[config.mk]
export PLATFORM = sky130hd
export DESIGN_NAME = gpu_cmd_sched
export DESIGN_NICKNAME = d
export VERILOG_FILES = /design/src/rtl/gpu_pkg.sv /design/src/rtl/gpu_cmd_fifo.sv /design/src/rtl/gpu_cmd_sched.sv
export SDC_FILE = /design/constraint.sdc
export NUM_CORES = 1
export LEC_CHECK = 0
export CAP_MARGIN = 20
export CORE_MARGIN = 2
export CORE_UTILIZATION = 30
export CTS_CLUSTER_SIZE = 14
export DETAILED_ROUTE_END_ITERATION = 10
export PLACE_DENSITY = 0.54
export RECOVER_POWER = 100
export SLEW_MARGIN = 20
export SYNTH_ARGS = -nofsm -noshare
export SYNTH_HDL_FRONTEND = slang
export SYNTH_HIERARCHICAL = 1
export SYNTH_SLANG_ARGS = --single-unit
[constraint.sdc]
create_clock -name clk -period 2.7 [get_ports clk]
set_input_delay 0.54 -clock clk [delete_from_list [all_inputs] [get_ports clk]]
set_output_delay 0.54 -clock clk [all_outputs]
set_load 0.03 [all_outputs]
[src/rtl/gpu_pkg.sv]
// Shared definitions for the text-mode GPU command path: opcodes, slot encoding
// and the legal-opcode check.
package gpu_pkg;

  localparam logic [15:0] OP_NOP  = 16'h0000;
  localparam logic [15:0] OP_MODE = 16'h00C0;
  localparam logic [15:0] OP_PUT  = 16'h00C1;
  localparam logic [15:0] OP_BS   = 16'h00C2;
  localparam logic [15:0] OP_SETY = 16'h00C3;
  localparam logic [15:0] OP_SETX = 16'h00C4;
  localparam logic [15:0] OP_CLS  = 16'h00C5;
  localparam logic [15:0] OP_NL   = 16'h00C6;

  // GPU sampling slot for the current cpuline word: opcode, param, execute
  typedef enum logic [1:0] {
    SLOT_A = 2'd0,
    SLOT_B = 2'd1,
    SLOT_X = 2'd2
  } slot_e;

  function automatic logic is_legal_op(input logic [15:0] op);
    return (op >= OP_MODE) && (op <= OP_NL);
  endfunction

endpackage

[src/rtl/gpu_cmd_fifo.sv]
// Synchronous FIFO of {opcode, param} entries with count, full and empty.
// Pushes into a full FIFO and pops from an empty one are ignored.
module gpu_cmd_fifo #(
  parameter int DEPTH = 4,
  parameter int WIDTH = 32,
  localparam int AW = (DEPTH > 1) ? $clog2(DEPTH) : 1,
  localparam int CW = AW + 1
) (
  input  logic             clk,
  input  logic             clr,
  input  logic             push,
  input  logic             pop,
  input  logic [WIDTH-1:0] wdata,
  output logic [WIDTH-1:0] rdata,
  output logic [CW-1:0]    count,
  output logic             full,
  output logic             empty
);

  logic [WIDTH-1:0] mem_r [DEPTH];
  logic [AW-1:0]    wr_ptr_r;
  logic [AW-1:0]    rd_ptr_r;
  logic [CW-1:0]    count_r;
  logic             push_ok_s;
  logic             pop_ok_s;

  assign full      = (count_r == CW'(DEPTH));
  assign empty     = (count_r == {CW{1'b0}});
  assign count     = count_r;
  assign rdata     = mem_r[rd_ptr_r];
  assign push_ok_s = push && !full;
  assign pop_ok_s  = pop && !empty;

  // Entry storage; contents are don't-care until written
  always_ff @(posedge clk) begin
    if (push_ok_s) begin
      mem_r[wr_ptr_r] <= wdata;
    end
  end

  // Pointers and occupancy, flushed by clr
  always_ff @(posedge clk) begin
    if (clr) begin
      wr_ptr_r <= {AW{1'b0}};
      rd_ptr_r <= {AW{1'b0}};
      count_r  <= {CW{1'b0}};
    end else begin
      if (push_ok_s) begin
        wr_ptr_r <= wr_ptr_r + AW'(1);
      end
      if (pop_ok_s) begin
        rd_ptr_r <= rd_ptr_r + AW'(1);
      end
      case ({push_ok_s, pop_ok_s})
        2'b10:   count_r <= count_r + CW'(1);
        2'b01:   count_r <= count_r - CW'(1);
        default: count_r <= count_r;
      endcase
    end
  end

endmodule

[src/rtl/gpu_cmd_sched.sv]
// Buffers CPU commands, filters unknown opcodes and serialises them onto the
// GPU cpuline in A/B/X slots. Define GPU_SCHED_ERR_CNT_EN for the err_cnt port.
module gpu_cmd_sched
  import gpu_pkg::*;
#(
  parameter int DEPTH = 4
) (
  input  logic        clk,
  input  logic        clr,
  input  logic        cmd_valid,
  input  logic [15:0] cmd_op,
  input  logic [15:0] cmd_param,
  output logic        cmd_ready,
  output logic [15:0] cpuline,
  output logic        busy,
  output logic        err
`ifdef GPU_SCHED_ERR_CNT_EN
  ,
  output logic [7:0]  err_cnt
`endif
);

  localparam int AW = (DEPTH > 1) ? $clog2(DEPTH) : 1;
  localparam int CW = AW + 1;

  slot_e         slot_r;
  logic [15:0]   cpuline_r;
  logic [15:0]   param_r;
  logic          issued_r;
  logic          err_r;

  logic          full_s;
  logic          empty_s;
  logic [CW-1:0] count_s;
  logic [31:0]   head_s;
  logic          accept_s;
  logic          legal_s;
  logic          push_s;
  logic          pop_s;
  logic [15:0]   load_op_s;

  assign cmd_ready = !full_s;
  assign accept_s  = cmd_valid && !full_s;
  assign legal_s   = is_legal_op(cmd_op);
  assign push_s    = accept_s && legal_s && !clr;
  assign cpuline   = cpuline_r;
  assign err       = err_r;
  assign busy      = (count_s != {CW{1'b0}}) || ((slot_r != SLOT_A) && issued_r);

  // Pop only on the edge that moves into slot A, so opcode and param stay paired
  always_comb begin
    pop_s = 1'b0;
    if (clr) begin
      pop_s = 1'b0;
    end else if ((slot_r == SLOT_X) || ((slot_r == SLOT_B) && !issued_r)) begin
      pop_s = !empty_s;
    end else begin
      pop_s = 1'b0;
    end
    load_op_s = pop_s ? head_s[31:16] : 16'h0000;
  end

  gpu_cmd_fifo #(
    .DEPTH (DEPTH),
    .WIDTH (32)
  ) u_fifo (
    .clk   (clk),
    .clr   (clr),
    .push  (push_s),
    .pop   (pop_s),
    .wdata ({cmd_op, cmd_param}),
    .rdata (head_s),
    .count (count_s),
    .full  (full_s),
    .empty (empty_s)
  );

  // Slot FSM driving the registered cpuline word and the reject pulse
  always_ff @(posedge clk) begin
    if (clr) begin
      slot_r    <= SLOT_A;
      cpuline_r <= 16'h0000;
      param_r   <= 16'h0000;
      issued_r  <= 1'b0;
      err_r     <= 1'b0;
    end else begin
      err_r <= accept_s && !legal_s && (cmd_op != OP_NOP);
      case (slot_r)
        SLOT_A: begin
          slot_r    <= SLOT_B;
          cpuline_r <= issued_r ? param_r : 16'h0000;
        end
        SLOT_B: begin
          if (issued_r) begin
            slot_r    <= SLOT_X;
            cpuline_r <= 16'h0000;
          end else begin
            slot_r    <= SLOT_A;
            cpuline_r <= load_op_s;
            param_r   <= head_s[15:0];
            issued_r  <= pop_s;
          end
        end
        SLOT_X: begin
          slot_r    <= SLOT_A;
          cpuline_r <= load_op_s;
          param_r   <= head_s[15:0];
          issued_r  <= pop_s;
        end
        default: begin
          slot_r    <= SLOT_A;
          cpuline_r <= 16'h0000;
          issued_r  <= 1'b0;
        end
      endcase
    end
  end

`ifdef GPU_SCHED_ERR_CNT_EN
  logic [7:0] err_cnt_r;
  assign err_cnt = err_cnt_r;

  // Saturating count of reject pulses
  always_ff @(posedge clk) begin
    if (clr) begin
      err_cnt_r <= 8'd0;
    end else if (err_r && (err_cnt_r != 8'hFF)) begin
      err_cnt_r <= err_cnt_r + 8'd1;
    end else begin
      err_cnt_r <= err_cnt_r;
    end
  end
`endif

endmodule

# Word level (Yosys, flattened, before mapping)
# Memories as Yosys holds them, arrays and structs flattened. A register that Yosys moved wholly into a read port is not among the register bits.
# Cells that the tools add are included.
# W data, S select, Z words.
classes:
  shifts: 0
  muxes: 17
  eq_ne: 6
  n_addsub: 4
  n_bitwise: 0
  multipliers: 0
  n_div: 0
  magnitude_cmp: 2
  reduce_logical: 25
ops:
  columns: ["operator", "count"]
  rows:
  - ["$mux W16", 4]
  - ["$pmux W16 S3", 1]
  - ["$pmux W16 S2", 1]
  - ["$ge A16 B8 Y1 const B", 1]
  - ["$le A16 B8 Y1 const B", 1]
  - ["$reduce_bool A16 Y1", 1]
  - ["$logic_and A1 B1 Y1", 10]
  - ["$mux W2", 3]
  - ["$pmux W3 S2", 1]
  - ["$reduce_bool A2 Y1", 3]
  - ["$logic_not A1 Y1", 5]
  - ["$mux W1", 5]
  - ["$add A2 B1 Y2 const B", 2]
  - ["$eq A2 B1 Y1 const B", 2]
  - ["$eq A2 B2 Y1 const B", 2]
  - ["$pmux W2 S2", 1]
  - ["$add A3 B1 Y3 const B", 1]
  - ["$eq A3 B3 Y1 const B", 1]
  - ["$logic_not A3 Y1", 1]
  - ["$pmux W1 S3", 1]
  - ["$reduce_bool A3 Y1", 1]
  - ["$sub A3 B1 Y3 const B", 1]
  - ["$logic_not A2 Y1", 1]
  - ["$logic_or A1 B1 Y1", 2]
  - ["other kinds (2)", 2]
word_totals:
  memories: 1
  latchBits: 0
  romBits: 0
  elab_cells: 63
  reg_bits: 43
  mem_bits_rw: 128
  output_inout_bits: 19
mem_list:
  columns: ["name", "depth", "width", "rd", "rd_clocked_by_memory_dff", "write_ports", "line_no", "source"]
  rows:
  - ["u_fifo.mem_r", 4, 32, 1, 1, 1, "gpu_cmd_fifo.sv:20", "logic [WIDTH-1:0] mem_r [DEPTH];"]

# Longest topological paths before layout
logic_depth:
  word_depth: 8
  mapped_depth: 14
  ltp_nobuf: 13

# Modules after synthesis
# Netlist, hierarchy kept.
by_module_without_submodules:
  columns: ["module", "n_inst", "seq_area_each_um2", "cells_each", "area_each_um2"]
  rows:
  - ["gpu_cmd_fifo", 1, 4023.9, 221, 5143.7]
  - ["gpu_cmd_sched", 1, 720.7, 189, 1589.0]

# Worst setup path after synthesis
# No wires, ideal clock.
synth_timing:
  kind: "input port to flip-flop"
  from: "input port cmd_op[13]"
  to: "memory u_fifo.mem_r[2][0] (enable)"
  arrival_time_ns: 2.246
  stages: 6
  slack_ns: 0.062
  required_ns: 2.308
  path_cell_list: "nor4_1 > nand3_1 > nor3_1 > inv_1 > nor2_1 > and2_1"
synth_via:
  elab_chain_cells: 7
  elab_cells_between_ends: 8
  cone_classes: "2 x order compare; 2 x mux; 4 x reduce/logical"
synth_rtl:
  columns: ["item", "line_no", "source"]
  rows:
  - ["start, declared", "gpu_cmd_sched.sv:11", "input logic [15:0] cmd_op,"]
  - ["$ge A16 B8 Y1 or $le A16 B8 Y1 (tied branches)", "gpu_pkg.sv:22", "return (op >= OP_MODE) && (op <= OP_NL);"]
  - ["$logic_and A1 B1 Y1 (*)", "gpu_pkg.sv:22", null]
  - ["$logic_and A1 B1 Y1 (*) (2 in series)", "gpu_cmd_sched.sv:45", "assign push_s = accept_s && legal_s && !clr;"]
  - ["named net push_s", "gpu_cmd_sched.sv:38", "logic push_s;"]
  - ["$logic_and A1 B1 Y1 (*)", "gpu_cmd_fifo.sv:31", "assign push_ok_s = push && !full;"]
  - ["$mux W1 (*)", "gpu_cmd_fifo.sv:36", "if (push_ok_s) begin"]
  - ["$mux W1 (not written as such) (*)", "gpu_cmd_fifo.sv:37", "mem_r[wr_ptr_r] <= wdata;"]
  - ["end, declared", "gpu_cmd_fifo.sv:20", null]
# The timed path passes the listed nets; every way through them passes the cells marked *.

# Worst setup path in the final report
layout_timing:
  from: "input port clr"
  to: "register u_fifo.count_r[2], in the netlist u_fifo/count[2]"
layout_via:
  elab_chain_cells: 5
  elab_cells_between_ends: 9
  cone_classes: "2 x eq/ne; 2 x mux; 5 x reduce/logical"
layout_rtl:
  columns: ["item", "line_no", "source"]
  rows:
  - ["start, declared", "gpu_cmd_sched.sv:9", "input logic clr,"]
  - ["$logic_not A1 Y1 (*)", "gpu_cmd_sched.sv:45", null]
  - ["$logic_and A1 B1 Y1 (*)", "gpu_cmd_sched.sv:45", null]
  - ["named net push_s", "gpu_cmd_sched.sv:38", null]
  - ["$logic_and A1 B1 Y1 (*)", "gpu_cmd_fifo.sv:31", null]
  - ["$eq A2 B1 Y1 or $eq A2 B2 Y1 (tied branches)", "gpu_cmd_fifo.sv:54", "case ({push_ok_s, pop_ok_s})"]
  - ["$pmux W3 S2 or $reduce_bool A2 Y1 (tied branches)", null, null]
  - ["end signal, assigned", "gpu_cmd_fifo.sv:55", "2'b10: count_r <= count_r + CW'(1);"]
  - ["end signal, assigned", "gpu_cmd_fifo.sv:56", "2'b01: count_r <= count_r - CW'(1);"]
  - ["end signal, assigned", "gpu_cmd_fifo.sv:57", "default: count_r <= count_r;"]
  - ["end, declared", "gpu_cmd_fifo.sv:23", "logic [CW-1:0] count_r;"]
# Marked as above.
# A chain may end at the register's enable or synchronous reset.

==> key figures <==
Clock network
  – Cts bufs inserted: 17
  – CTS tree: yes
  – Clock tree buffer depth: 2
  – CTS Root Cell: clkbuf_16
  – # hold bufs at CTS: 0
  – H-tree depth: 4
  – Worst skew pair latency: 430 ps
  – Num Clock Sinks: 173
  – Clock slew at reported path FFs: 60 ps

Synth
  – Synth Area in XOR/XNOR: 0.003903
  – Post-synthesis adder-cell area fraction: 0.01970
  – Simple-gate share of the synthesized area: 0.05612
  – FFs w/ async S/R, synth: 0
  – Yosys warning count: 6
  – Largest family of logic cells by synthesized area: multiplexers
  – Mapped Cells: 410
  – Synth Area in Compound Gates: 0.06839
  – Mapped Area: 0.006733 mm^2
  – Post-synth EDFFs: 128
  – Seq cells post-synth: 173
  – Mapped Avg Cell Area: 16.42 um^2
  – Post-synthesis mux area share: 0.1096
  – Post-synthesis sequential area ratio: 0.7047
  – Netlist cell types: 42
  – Ys flop type: edfxtp_1
  – Syn nets: 455

Pwr
  – Standby leakage power: 0.002641 uW
  – Maximum vdd drop: 0.3301 mV
  – Pwr dens: 648.5 mW/mm^2
  – Final Power: 5368 uW

Timing
  – Fin worst setup slack: 115.8 ps
  – Clock skew: 15.62 ps
  – Worst slew pin tran: 1426 ps
  – Final Hold Slack: 466.1 ps
  – Slew headroom: 0.04913
  – # setup viols final: 0
  – Fmax: 387.0 MHz
  – Max Slew Vio Count: 0
  – Final hold violation count: 0
  – RSZ-0062 raised after global routing: false
  – Fin crit share: 0.9571
  – Period minus WS final: 2584 ps

Critical path
  – CP max-delay cell: dlygate4sd3_1
  – Crit path launch type: primary input
  – CP cell instances: dlygate4sd3_1, inv_1, nand3_1, nor3_2, inv_1, nor2_2, inv_1, ha_1, inv_1, fa_1, xor2_1, or3_1, a21oi_2
  – Worst EP arrival: 2940 ps
  – CP endpoint kind: flip-flop
  – CP max FO: 3
  – CP required: 3060 ps
  – CP max stage delay: 650 ps
  – Worst path top cell family by delay: buffers and inverters
  – Worst path most repeated cell: inv_1
  – Buffer and inverter count on the worst path: 5
  – Worst setup path class: in2reg

Global routing
  – Largest net degree at the start of global routing: 34
  – Initial antenna violation count: 1
  – GRT overflow: 0
  – First-pass GRT wire length: 22.56 mm
  – Vias in the first global route: 4009
  – GRT Total Usage: 0.1272

Finish
  – Fin cells: 787
  – Share of cells above drive strength 1: 0.1976
  – Final instance area: 0.008278 mm^2
  – Fin nets: 538
  – Area growth from synthesis to layout: 22.95%
  – Multi-input logic area: 0.001797 mm^2
  – Fillers: 2047
  – FF/Latch Area: 0.004746 mm^2

Route
  – Total wire length: 14.20 mm
  – DRC violations left: 0
  – DR iter-0 viols: 271
  – Vias post-DR: 3774
  – Final ANT Viol Nets: 0
  – Drt pass-1 iters: 6
  – Routed vias/inst: 4.795
  – Routed WL per cell: 18.04 um

Die
  – I/O pin cnt: 54
  – Die W: 153.8 um
  – Starting Density: 0.3066
  – Die area: 0.02366 mm^2
  – Core outline area: 0.02196 mm^2
  – Num rows: 54
  – Die height: 153.8 um

Placement
  – Cells after DPL: 753
  – Post-DP HPWL: 9.140 mm
  – Pre-CTS WS: -598.2 ps
  – Buffers on Ports: 53
  – Routability cong.: 0.7184
  – Placed Area: 0.007762 mm^2

Worst hold path
  – Hold crit path type: reg2reg

Run status
  – Status: finished, final reports clean

Job
  – Max Cap Viol: 0
==> final cells by class <==
| class | instances | share of cell area |
|---|---|---|
| Timing Repair Buffer | 90 | 0.09084 |
| Tap cell | 280 | 0.04232 |
| Inverter | 14 | 0.006348 |
| Multi-Input combinational cell | 197 | 0.2170 |
| Antenna cell | 1 | 0.0003023 |
| Sequential cell | 173 | 0.5733 |
| Clock inverter | 13 | 0.01375 |
| Clock buffer | 19 | 0.05608 |
==> flip-flops by register name, indices dropped and copies added, names as in the netlist, named ones only <==
signal / cells
issued_r: 1
cpuline: 16
param_r: 16
u_fifo/mem_r: 128
u_fifo/wr_ptr_r: 2
u_fifo/rd_ptr_r: 2
err: 1
u_fifo/count: 3
slot_r: 2
==> stage by stage <==
stage	util	TNS [ps]
finish	0.3770	0
global route	0.3769	0
CTS	0.3810	0
detailed placement	0.3535	-50730
global placement	0.3535	-34100
floorplan	-	0
==> final timing paths <==
path / start / to / slack [ps] / cells after the start
min: param_r[4] / cpuline[4] / 470 / 2
min reg2reg: param_r[4] / cpuline[4] / 470 / 2
max: clr / u_fifo/count[2] / 120 / 13
max reg2reg: slot_r[1] / cpuline[0] / 150 / 6
==> routing by layer <==
| metal | wire length [um] | share of wire | GRT usage |
|---|---|---|---|
| met5 | 0 | 0 | 0 |
| met4 | 62 | 0.0044 | 0.03872 |
| met3 | 707 | 0.050 | 0.03410 |
| met2 | 6955 | 0.49 | 0.2006 |
| met1 | 6473 | 0.46 | 0.1729 |
==> placed cells by master, fill, tap and decap left out, drive strengths merged, types with 2 or more instances in the layout <==
cell and count:
edfxtp 128, dfxtp 45, dlygate4sd3 42, clkbuf 41, a21oi 37, mux4 32
o21ai 20, nand3 20, nand2 18, o211ai 16, inv 16, buf 16
ha 9, clkinv 8, clkdlybuf4s50 7, nor2 7, and2 5, nand2b 4
nor3 4, xor2 3, or3 3, nor2b 3, nor4 3, clkinvlp 2
clkdlybuf4s25 2, or2 2
==> where the power goes <==
| part | switching, uW | total, uW | internal, uW | leakage (uW) |
|---|---|---|---|---|
| clock | 1000 | 2350 | 1350 | 0.000284 |
| combinational | 83.9 | 146 | 62.1 | 0.000841 |
| sequential | 7.11 | 2870 | 2860 | 0.00152 |
| total | 1100 | 5370 | 4270 | 0.00264 |
==> cell usage after synthesis (2+ instances only) <==
library cell | n | area (um^2)
nand3_1 | 20 | 100.1
buf_12 | 3 | 60.06
mux4_1 | 2 | 52.55
buf_6 | 3 | 33.78
or3_1 | 3 | 18.77
nor3_1 | 3 | 15.01
nand2_1 | 18 | 67.56
o21ai_1 | 4 | 20.02
buf_4 | 4 | 30.03
o21ai_0 | 16 | 80.08
buf_1 | 2 | 7.510
inv_1 | 14 | 52.55
o211ai_1 | 16 | 120.1
nor4_1 | 3 | 18.77
buf_2 | 11 | 55.05
ha_1 | 9 | 112.6
xor2_1 | 3 | 26.28
edfxtp_1 | 128 | 3844
dfxtp_1 | 45 | 900.9
nor2_1 | 6 | 22.52
clkbuf_2 | 2 | 10.01
mux4_2 | 30 | 675.7
a21oi_1 | 37 | 185.2
nand2b_1 | 4 | 25.02
and2_1 | 5 | 31.28
nor2b_1 | 3 | 18.77
==> tightest hold or removal path, cell delays in order (launching register included) <==
cell	delay, ps
dfxtp_1	310
nand2_1	50
a21oi_1	50
==> cell families (layout without fill, tap and decap cells) <==
| kind of cell | after synthesis | in the layout |
|---|---|---|
| muxes | 33 | 33 |
| AOI/OAI and AO/OA | 79 | 79 |
| and+or+nand+nor | 72 | 72 |
| other | 0 | 1 |
| adders and majority gates | 10 | 10 |
| xor gates and xnor gates | 3 | 3 |
| buffers and inverters | 40 | 136 |
| DFF | 173 | 173 |
==> what timing repair did <==
item	4_1_cts	5_1_grt
resized for setup	5	10
pin swaps	1	5
setup buffers	0	1
setup endpoints to repair	3	2
Note: power is estimated with default switching activity, not from simulation.
